`src/rtl/dac_ctrl_pkg.sv`:
```
// Shared DAC_Controller definitions: the arbiter state type and the RTO_Core
// command word width.
// Ports: none (package).
package dac_ctrl_pkg;

  localparam int RTO_CMD_WIDTH = 128;

  typedef enum logic {
    ARB_IDLE,
    ARB_GRANT
  } arb_state_t;

endpackage

```
`src/rtl/rr_picker.sv`:
```
// Combinational round-robin picker: returns the first set bit of valid_i
// scanning upward from last_i+1, wrapping modulo NUM_REQ.
// Ports: valid_i (request vector), last_i (previous winner) -> idx_o, found_o.
module rr_picker #(
  parameter int NUM_REQ = 2
) (
  input  logic [NUM_REQ-1:0]         valid_i,
  input  logic [$clog2(NUM_REQ)-1:0] last_i,
  output logic [$clog2(NUM_REQ)-1:0] idx_o,
  output logic                       found_o
);

  localparam int IW = $clog2(NUM_REQ);

  logic [IW-1:0] cand;

  always_comb begin
    idx_o   = '0;
    found_o = 1'b0;
    cand    = '0;
    // k runs 1..NUM_REQ so the previous winner is examined last.
    for (int k = 1; k <= NUM_REQ; k++) begin
      cand = IW'((int'(last_i) + k) % NUM_REQ);
      if (!found_o && valid_i[cand]) begin
        idx_o   = cand;
        found_o = 1'b1;
      end
    end
  end

endmodule

```
`src/rtl/dds_cmd_arbiter.sv`:
```
// Burst-granular round-robin arbiter sharing the RTO_Core command-write port
// between NUM_REQ timed-command sources; stalls on full, aborts on flush.
// Ports: s_axi_aclk/s_axi_aresetn, req_valid/req_data/req_last/req_ready,
//        rto_core_full/flush in, rto_core_write/fifo_din out,
//        grant_valid/grant_id/burst_error status.
module dds_cmd_arbiter
  import dac_ctrl_pkg::*;
#(
  parameter int NUM_REQ    = 2,
  parameter int DATA_WIDTH = RTO_CMD_WIDTH,
  parameter int MAX_BURST  = 16
) (
  input  logic                          s_axi_aclk,
  input  logic                          s_axi_aresetn,
  input  logic [NUM_REQ-1:0]            req_valid,
  input  logic [NUM_REQ*DATA_WIDTH-1:0] req_data,
  input  logic [NUM_REQ-1:0]            req_last,
  output logic [NUM_REQ-1:0]            req_ready,
  input  logic                          rto_core_full,
  input  logic                          rto_core_flush,
  output logic                          rto_core_write,
  output logic [DATA_WIDTH-1:0]         rto_core_fifo_din,
  output logic                          grant_valid,
  output logic [$clog2(NUM_REQ)-1:0]    grant_id,
  output logic                          burst_error
);

  localparam int IW = $clog2(NUM_REQ);
  localparam int CW = $clog2(MAX_BURST + 1);

  arb_state_t    state_q, state_d;
  logic [IW-1:0] grant_id_q, grant_id_d;
  logic [IW-1:0] last_grant_q, last_grant_d;
  logic [CW-1:0] beat_cnt_q, beat_cnt_d;
  logic          burst_err_q, burst_err_d;

  logic [IW-1:0] pick_idx;
  logic          pick_found;
  logic [CW-1:0] beat_next;
  logic          port_ok;
  logic [DATA_WIDTH-1:0] req_words [NUM_REQ];

  for (genvar i = 0; i < NUM_REQ; i++) begin : g_unpack
    assign req_words[i] = req_data[i*DATA_WIDTH +: DATA_WIDTH];
  end

  rr_picker #(
    .NUM_REQ (NUM_REQ)
  ) u_picker (
    .valid_i (req_valid),
    .last_i  (last_grant_q),
    .idx_o   (pick_idx),
    .found_o (pick_found)
  );

  assign beat_next = beat_cnt_q + CW'(1);
  // Reset is folded in so a burst dropped by reset cannot emit one last write
  // in the reset cycle itself.
  assign port_ok   = s_axi_aresetn & ~rto_core_full & ~rto_core_flush;

  always_comb begin
    state_d           = state_q;
    grant_id_d        = grant_id_q;
    last_grant_d      = last_grant_q;
    beat_cnt_d        = beat_cnt_q;
    burst_err_d       = 1'b0;
    req_ready         = '0;
    rto_core_write    = 1'b0;
    rto_core_fifo_din = '0;
    case (state_q)
      ARB_IDLE: begin
        if (!rto_core_flush && pick_found) begin
          grant_id_d   = pick_idx;
          last_grant_d = pick_idx;
          beat_cnt_d   = '0;
          state_d      = ARB_GRANT;
        end
      end
      ARB_GRANT: begin
        req_ready[grant_id_q] = port_ok;
        if (rto_core_flush) begin
          // last_grant_q is left alone so the aborted source gets no priority.
          state_d = ARB_IDLE;
        end else if (port_ok && req_valid[grant_id_q]) begin
          rto_core_write    = 1'b1;
          rto_core_fifo_din = req_words[grant_id_q];
          beat_cnt_d        = beat_next;
          if (req_last[grant_id_q]) begin
            state_d = ARB_IDLE;
          end else if (beat_next == CW'(MAX_BURST)) begin
            state_d     = ARB_IDLE;
            burst_err_d = 1'b1;
          end
        end
      end
      default: state_d = ARB_IDLE;
    endcase
  end

  always_ff @(posedge s_axi_aclk) begin
    if (!s_axi_aresetn) begin
      state_q      <= ARB_IDLE;
      grant_id_q   <= '0;
      last_grant_q <= IW'(NUM_REQ - 1);
      beat_cnt_q   <= '0;
      burst_err_q  <= 1'b0;
    end else begin
      state_q      <= state_d;
      grant_id_q   <= grant_id_d;
      last_grant_q <= last_grant_d;
      beat_cnt_q   <= beat_cnt_d;
      burst_err_q  <= burst_err_d;
    end
  end

  assign grant_valid = (state_q == ARB_GRANT);
  assign grant_id    = grant_id_q;
  assign burst_error = burst_err_q;

endmodule

```
`config.mk`:
```
export PLATFORM = sky130hd
export DESIGN_NAME = dds_cmd_arbiter
export DESIGN_NICKNAME = d
export VERILOG_FILES = /design/src/rtl/dac_ctrl_pkg.sv /design/src/rtl/rr_picker.sv /design/src/rtl/dds_cmd_arbiter.sv
export SDC_FILE = /design/constraint.sdc
export NUM_CORES = 1
export LEC_CHECK = 0
export ABC_AREA = 1
export BUFFER_PORTS_ARGS = -buffer_cell sky130_fd_sc_hd__buf_2
export CAP_MARGIN = 0
export CORE_AREA = 4 4 152 154
export DETAILED_ROUTE_END_ITERATION = 8
export DIE_AREA = 0 0 156 158
export PLACE_DENSITY = 0.47
export SYNTH_ARGS = -nofsm -noshare
export SYNTH_HDL_FRONTEND = slang
export SYNTH_SLANG_ARGS = --single-unit
```
`constraint.sdc`:
```
create_clock -name s_axi_aclk -period 4.3 [get_ports s_axi_aclk]
set_input_delay 0.86 -clock s_axi_aclk [delete_from_list [all_inputs] [get_ports s_axi_aclk]]
set_output_delay 0.86 -clock s_axi_aclk [all_outputs]
set_load 0.03 [all_outputs]
```
Word-level counts from Yosys, hierarchy flattened
Index checks and enable logic that the tools add are counted.
Word-level totals
  register bits: 9
Cells by class
  add/sub/neg operators: 3
  $lt $le $gt $ge: 5
  equality and inequality tests: 4
  muxes and demuxes: 35
  bitwise gates (word level): 9
  reductions and logical operators: 9
Operators by type and width (number)
  $mux W128: 6
  $mux W1: 22
  $mux W5: 3
  $pmux W5 S2: 1
  $lt A1 B2 Y1 const B: 3
  $add A5 B1 Y5 const B: 1
  $eq A5 B5 Y1 const B: 1
  $not A1 Y1: 5
  $reduce_or A5 Y1: 1
  $logic_and A1 B1 Y1: 4
  $ne A2 B2 Y1 const B: 2
  $reduce_and A3 Y1: 1
  $add A1 B1 Y1 const B: 2
  $and A1 B1 Y1: 2
  $and A2 B2 Y2: 1
  $ge A2 B2 Y1 const B: 1
  $logic_not A1 Y1: 2
  $mux W2: 1
  $ne A2 B1 Y1 const B: 1
  $not A1 Y2: 1
  $pmux W1 S2: 1
  $reduce_and A2 Y1: 1
  $demux W1 S1: 1
  $ge A1 B1 Y1 const B: 1

Logic depth before layout (Yosys ltp)
Gate-level depths: netlist of run 1.
  word-level depth: 10
  depth in mapped cells: 10

Cells and area by module
A second synthesis of run 1 with hierarchy kept.
Second synthesis, totals
  cells, all modules: 506
  area, all modules: 2906.5 um^2
By module, submodules not included
  dds_cmd_arbiter: instances 1, cells an instance 503, area each 2891.5 um^2, seq. area each 180.2 um^2
  rr_picker: instances 1, cells an instance 3, area each 15.0 um^2, seq. area each 0.0 um^2

Least setup slack after synthesis of run 1
OpenSTA, ideal clock, no wires.
  path type: input port to output port
  start point: input port rto_core_flush
  end point: output port rto_core_fifo_din[108]
  arrival time: 2.045 ns
  setup slack: 1.395 ns
  stages on the path: 7
  buffers on the path: 2
  cell sequence: nor3_2 -> nand2_1 -> inv_2 -> nand2_2 -> buf_6 -> buf_6 -> a21oi_1
Between the ends
  longest elaborated chain between the ends: 6
RTL lines
  start: declaration: line dds_cmd_arbiter.sv:20  | input logic rto_core_flush,
  $not A1 Y1: line dds_cmd_arbiter.sv:59  | assign port_ok = s_axi_aresetn & ~rto_core_full & ~rto_core_flush;
  $and A1 B1 Y1: line dds_cmd_arbiter.sv:59
  $logic_and A1 B1 Y1: line dds_cmd_arbiter.sv:84  | end else if (port_ok && req_valid[grant_id_q]) begin
  $mux W128: line dds_cmd_arbiter.sv:84
  $mux W128 (*): line dds_cmd_arbiter.sv:81  | if (rto_core_flush) begin
  $mux W128 (*): line dds_cmd_arbiter.sv:70  | case (state_q)
  end: declaration: line dds_cmd_arbiter.sv:22  | output logic [DATA_WIDTH-1:0] rto_core_fifo_din,
Mark *: on every way between the ends. The rest lies on a longest branch, timed or not.

Worst setup path after layout of run 1
  start point: input port s_axi_aresetn
  end point: output port rto_core_fifo_din[78]
Between the ends
  longest elaborated chain between the ends: 6
RTL lines
  start: declaration: line dds_cmd_arbiter.sv:14  | input logic s_axi_aresetn,
  $and A1 B1 Y1 (2 in series): line dds_cmd_arbiter.sv:59
  $logic_and A1 B1 Y1: line dds_cmd_arbiter.sv:84
  $mux W128: line dds_cmd_arbiter.sv:84
  $mux W128: line dds_cmd_arbiter.sv:81
  $mux W128: line dds_cmd_arbiter.sv:70
Every way passes these cells.

==> impl_metrics.py, run 1 <==
metrics = {
    "power_and_ir_drop": {
        "intPower_mw": 0.340,
        "seqPwrFrac_pct": 17.1,
        "pwr_density_cell_nw_per_um2": 108,
        "ir_drop_mv": 0.0984,
        "power.leakage_nw": 2.80,
        "pwr-share-comb_pct": 52.9,
        "power_switching_mw": 0.209,
        "p_clk_share_pct": 29.9,
        "p_sw_share_pct": 38.0,
    },
    "cts": {
        "clock-sinks": 9,
        "cts_made_buffers": 3,
        "path_clk_slew_ns": 0.04,
        "cts_tree": "done",
        "root_buffer": "clkbuf_16",
        "htree_levels": 1,
        "cts_buffer_depth": 2,
        "post_cts_buffers": 0,
        "post_cts_resize_count": 0,
        "cts_hold_buf": 0,
        "clk_latency_ns": 0.23,
    },
    "synth": {
        "synth_edf_count": 0,
        "syn_avg_cell_area_sq_um": 5.60,
        "synth_seq_area_share_pct": 6.38,
        "ys.flop_type": "dfxtp_1",
        "synth_cell_types": 19,
        "syn_area_sq_um": 2820,
        "synth_nets": 770,
        "async_reset_ff_share_pct": 0,
        "yosys_warnings": 0,
        "syn_inst": 504,
        "synth-seq-cells": 9,
    },
    "critical_path": {
        "critical_path_arrival_ns": 2.43,
        "worstSetupStartpointType": "input pin",
        "required_ns": 3.44,
        "reg2reg_slack_ns": 2.64,
        "worstPathMaxFanout": 47,
        "path_class": "in2out",
        "cp-end-kind": "primary output",
    },
    "route": {
        "via_per_inst": 4.00,
        "first_pass_iters": 4,
        "drc": 0,
        "drt-initial-drc-count": 336,
        "routedWlPerCell_um": 13.2,
        "wl_um": 15200,
        "postRouteAntennaNets": 0,
        "via_count": 4600,
    },
    "timing": {
        "fin_crit_sh_pct": 76.4,
        "max-slew-margin-rel_pct": 49.8,
        "setup_viol": 0,
        "min_period_ns": 3.29,
        "max_slew.worst_pin.slew_ns": 0.753,
        "drv_slew": 0,
        "fin_setup_tns_ns": 0,
        "fin_worst_skew_ns": 0.00127,
        "finalHoldViolCount": 0,
        "rsz0062_at_grt": "false",
        "fmax_mhz": 304,
    },
    "global_routing": {
        "grt_pass1_vias": 4264,
        "grt_usage_pct": 10.4,
        "gr-usage-met2_pct": 19.6,
        "grt_overflow": 0,
        "grt_pass1_wl_um": 21300,
        "grt_max_degree": 75,
        "grt.met1_usage_pct": 12.4,
        "busiest_layer": "met2",
        "use_met3_pct": 1.80,
        "antenna_found_initial": 0,
    },
    "final_layout": {
        "drive_above_1_share_pct": 61.3,
        "area_delta_synth_final_pct": 80.0,
        "layout_common_cells": "397 x buf_2, 275 x nand2_1, 119 x a21oi_2",
        "post-route-util_pct": 23.4,
        "regArea_sq_um": 184,
        "final_common_cell": "buf_2",
        "nets": 1137,
        "multi_input_area_sq_um": 2330,
        "num-fill-cells": 2511,
        "n_antenna_cell": 0,
    },
    "place": {
        "dp_hpwl_um": 12400,
        "portBuffers": 397,
        "gp_congestion": 0.773,
    },
    "floorplan": {
        "die_w_um": 156,
        "initial_core_util_pct": 13.0,
        "pin_count": 398,
        "core-area_sq_um": 21700,
        "die_area_sq_um": 24600,
        "rows": 54,
        "die_h_um": 158,
    },
    "outcome": {
        "run_status": "completed",
    },
    "flow_run": {
        "maxCapViolations": 0,
    },
    "min_path": {
        "worstHoldPathType": "reg2reg",
    },
}
==> final timing paths <==
kind | startpoint | cells after the start | to
worst max-delay path | s_axi_aresetn | 9 | rto_core_fifo_din[78]
worst max register to register | grant_id | 8 | beat_cnt_q[4]
worst min-delay path | last_grant_q | 2 | last_grant_q
worst min register to register | last_grant_q | 2 | last_grant_q
==> state kept, by name (all words and copies together) (netlist names) <==
register,count
beat_cnt_q,5
burst_error,1
grant_id,1
grant_valid,1
last_grant_q,1
==> Yosys cell counts, types with 2 or more instances <==
library cell,count,share of area [%]
o21ai_0,3,0.53
nand2_1,275,37
nand3_1,5,0.89
nor3_1,3,0.53
ha_1,2,0.89
dfxtp_1,9,6.4
buf_2,5,0.89
a21oi_1,18,3.2
nor2_1,10,1.3
buf_6,14,5.6
a21oi_2,119,37
inv_2,2,0.27
clkbuf_1,23,3.1
inv_1,10,1.3
nand4_1,2,0.44
==> cells by family (layout without fill, tap and decap cells) <==
group           after synthesis  count (layout)  share of synthesized area (%)
simple gates                297             297                           40.3
compound gates              140             140                           40.6
buf+inv                      55             421                           11.4
flops                         9               9                           6.38
fa+ha+maj                     2               2                          0.886
mux                           1               1                          0.355
==> per-layer routing <==
layer	wire, um	share of wire [%]
met3	1580	10
met1	5700	37
met5	0	0
met2	7800	51
met4	132	0.87
==> stage by stage <==
step	setup slack [ns]	cell area [sq um]	total power, mW	std cells	hold slack [ns]
3_3_place_gp	1.02	5000	0.386	1146	0.464
4_1_cts	0.999	5080	0.553	1150	0.470
6_report	1.01	5080	0.549	1150	0.468
3_5_place_dp	0.998	5000	0.387	1146	0.458
5_1_grt	0.884	5080	0.590	1150	0.502
2_1_floorplan	1.39	2820	0.233	504	0.429
==> power by group through the flow <==
stage / Sequential, mW / Combinational, mW / Clock, mW
floorplan: 0.0941 / 0.139 / 0
global placement: 0.0955 / 0.291 / 0
detailed placement: 0.0954 / 0.291 / 0
CTS: 0.0941 / 0.293 / 0.166
global route: 0.0947 / 0.323 / 0.172
finish: 0.0941 / 0.290 / 0.164
==> area by class of cell <==
class / instances / area share [%]
Timing Repair Buffer: 405 / 41.0
Inverter: 12 / 0.936
Multi-Input combinational cell: 440 / 46.0
Clock buffer: 4 / 1.55
Sequential cell: 9 / 3.62
Tap cell: 280 / 6.90
==> critical path, stage by stage <==
cell and delay, ns:
buf_2 0.13, inv_2 0.07, nor3_2 0.13, nand2_1 0.12, inv_2 0.12, nand2_8 0.27, buf_12 0.33, a21oi_2 0.14
buf_2 0.21
Power figures use the tool's default switching activity.
==> run 2: changes to the inputs <==
--- a/config.mk
+++ b/config.mk
@@ -8,10 +8,10 @@
 export ABC_AREA = 1
 export BUFFER_PORTS_ARGS = -buffer_cell sky130_fd_sc_hd__buf_2
 export CAP_MARGIN = 0
-export CORE_AREA = 4 4 152 154
+export CORE_AREA = 4 4 153 155
 export DETAILED_ROUTE_END_ITERATION = 8
-export DIE_AREA = 0 0 156 158
-export PLACE_DENSITY = 0.47
+export DIE_AREA = 0 0 157 159
+export PLACE_DENSITY = 0.48
 export SYNTH_ARGS = -nofsm -noshare
 export SYNTH_HDL_FRONTEND = slang
 export SYNTH_SLANG_ARGS = --single-unit
==> constraint.sdc (replaced) <==
create_clock -name s_axi_aclk -period 2.85 [get_ports s_axi_aclk]
set_input_delay 0.57 -clock s_axi_aclk [delete_from_list [all_inputs] [get_ports s_axi_aclk]]
set_output_delay 0.57 -clock s_axi_aclk [all_outputs]
set_load 0.03 [all_outputs]
==> impl_metrics.py, run 2 (synthesis results as in run 1) <==
metrics = {
    "route": {
        "postRouteAntennaNets": 0,
        "drc": 0,
        "routedWlPerCell_um": 13.5,
        "via_per_inst": 4.01,
        "drt-initial-drc-count": 260,
        "first_pass_iters": 4,
        "wl_um": 15700,
        "via_count": 4645,
    },
    "critical_path": {
        "worstPathMaxFanout": 30,
        "cp_slowest_stage_delay_ns": 0.27,
        "path_class": "in2out",
        "cp_cell_sequence": "buf_2, inv_2, nor3_2, nand2_1, inv_2, nand2_8, buf_12, a21oi_2, buf_2",
        "cp_slowest_cell": "buf_12",
        "critical_path_arrival_ns": 1.98,
        "worstSetupStartpointType": "input pin",
        "reg2reg_slack_ns": 1.25,
        "cp-end-kind": "primary output",
        "required_ns": 2.28,
    },
    "cts": {
        "path_clk_slew_ns": 0.04,
        "clock-sinks": 9,
        "root_buffer": "clkbuf_16",
        "cts_made_buffers": 3,
        "post_cts_buffers": 0,
        "cts_hold_buf": 0,
        "cts_buffer_depth": 2,
        "clk_latency_ns": 0.24,
        "post_cts_resize_count": 0,
        "cts_tree": "done",
        "htree_levels": 1,
    },
    "final_layout": {
        "largest_register": "beat_cnt_q",
        "final_common_cell": "buf_2",
        "layout_common_cells": "397 x buf_2, 275 x nand2_1, 119 x a21oi_2",
        "fin_area_sq_um": 5160,
        "area_delta_synth_final_pct": 82.7,
        "nets": 1144,
        "num-fill-cells": 2511,
        "largest_reg_flops": 5,
        "instances_no_fill": 1157,
        "drive_above_1_share_pct": 61.6,
        "n_antenna_cell": 0,
    },
    "power_and_ir_drop": {
        "p_clk_share_pct": 29.9,
        "power.leakage_nw": 2.84,
        "p_sw_share_pct": 37.8,
        "seqPwrFrac_pct": 16.8,
        "pwr_density_cell_nw_per_um2": 162,
        "ir_drop_mv": 0.153,
        "intPower_mw": 0.519,
        "power_switching_mw": 0.316,
        "pwr-share-comb_pct": 53.3,
    },
    "floorplan": {
        "die_h_um": 159,
        "core-area_sq_um": 21800,
        "die_area_sq_um": 25000,
        "die_w_um": 157,
        "pin_count": 398,
        "rows": 54,
        "initial_core_util_pct": 12.9,
    },
    "place": {
        "postPlaceCellArea_sq_um": 5080,
        "dp_cells": 1153,
        "portBuffers": 397,
        "dp_hpwl_um": 13200,
        "gp_congestion": 0.876,
    },
    "timing": {
        "fmax_mhz": 392,
        "max-slew-margin-rel_pct": 61.8,
        "setup_viol": 0,
        "rsz0062_at_grt": "false",
        "fin_setup_tns_ns": 0,
        "drv_slew": 0,
        "finalHoldViolCount": 0,
        "fin_worst_skew_ns": 0.00158,
        "max_slew.worst_pin.slew_ns": 0.573,
        "min_period_ns": 2.55,
        "fin_crit_sh_pct": 89.4,
    },
    "global_routing": {
        "grt_pass1_wl_um": 22500,
        "antenna_found_initial": 1,
        "grt_overflow": 0,
        "grt_usage_pct": 10.9,
        "grt_pass1_vias": 4363,
        "grt_max_degree": 78,
    },
    "flow_run": {
        "maxCapViolations": 0,
    },
    "min_path": {
        "worstHoldPathType": "reg2reg",
    },
    "outcome": {
        "run_status": "completed",
    },
}
-- run 2: through the flow --
stage	hold WS (ns)	total power [mW]	utilization, %	setup slack, ns
finish	0.458	0.835	23.6	0.302
global route	0.484	0.896	23.6	0.172
CTS	0.459	0.846	23.6	0.294
detailed placement	0.452	0.590	23.3	0.297
global placement	0.449	0.588	23.3	0.303
floorplan	0.429	0.352	-	0.449
-- run 2: worst max-delay path: cells and delay by family --
family | cells | cell delay, ns
simple gates | 3 | 0.42
buf+inv | 5 | 0.80
compound gates | 1 | 0.16
-- run 2: layer usage --
metal  vias to the layer above  GRT usage, %  share of wire (%)
li1                       2362             -                  -
met1                      1976          12.0                 36
met2                       283          21.0                 51
met3                        22          1.96                 11
met4                         2          2.80                2.0
met5                         -             0              0.083
-- run 2: path summary, 6_finish.rpt --
| path | from | to | depth (start not counted) |
|---|---|---|---|
| max | s_axi_aresetn | rto_core_fifo_din[85] | 9 |
| min | last_grant_q | last_grant_q | 2 |
| min reg2reg | last_grant_q | last_grant_q | 2 |
| max reg2reg | grant_id | grant_valid | 6 |
-- run 2: power by group through the flow --
stage / sequential (mW) / combinational [mW] / clock, mW
final: 0.140 / 0.445 / 0.249
after global routing: 0.141 / 0.494 / 0.261
after CTS: 0.140 / 0.450 / 0.255
after detailed placement: 0.143 / 0.447 / 0
after global placement: 0.142 / 0.445 / 0
after floorplan: 0.142 / 0.210 / 0
-- run 2: layout make-up --
cell class	count	area [sq um]	area share, %
clock buffers	4	78.8	1.53
repair buffers	412	2160	41.9
inverters	12	47.5	0.922
flip-flops and latches	9	184	3.57
well taps	280	350	6.79
multi-input cells	440	2330	45.3
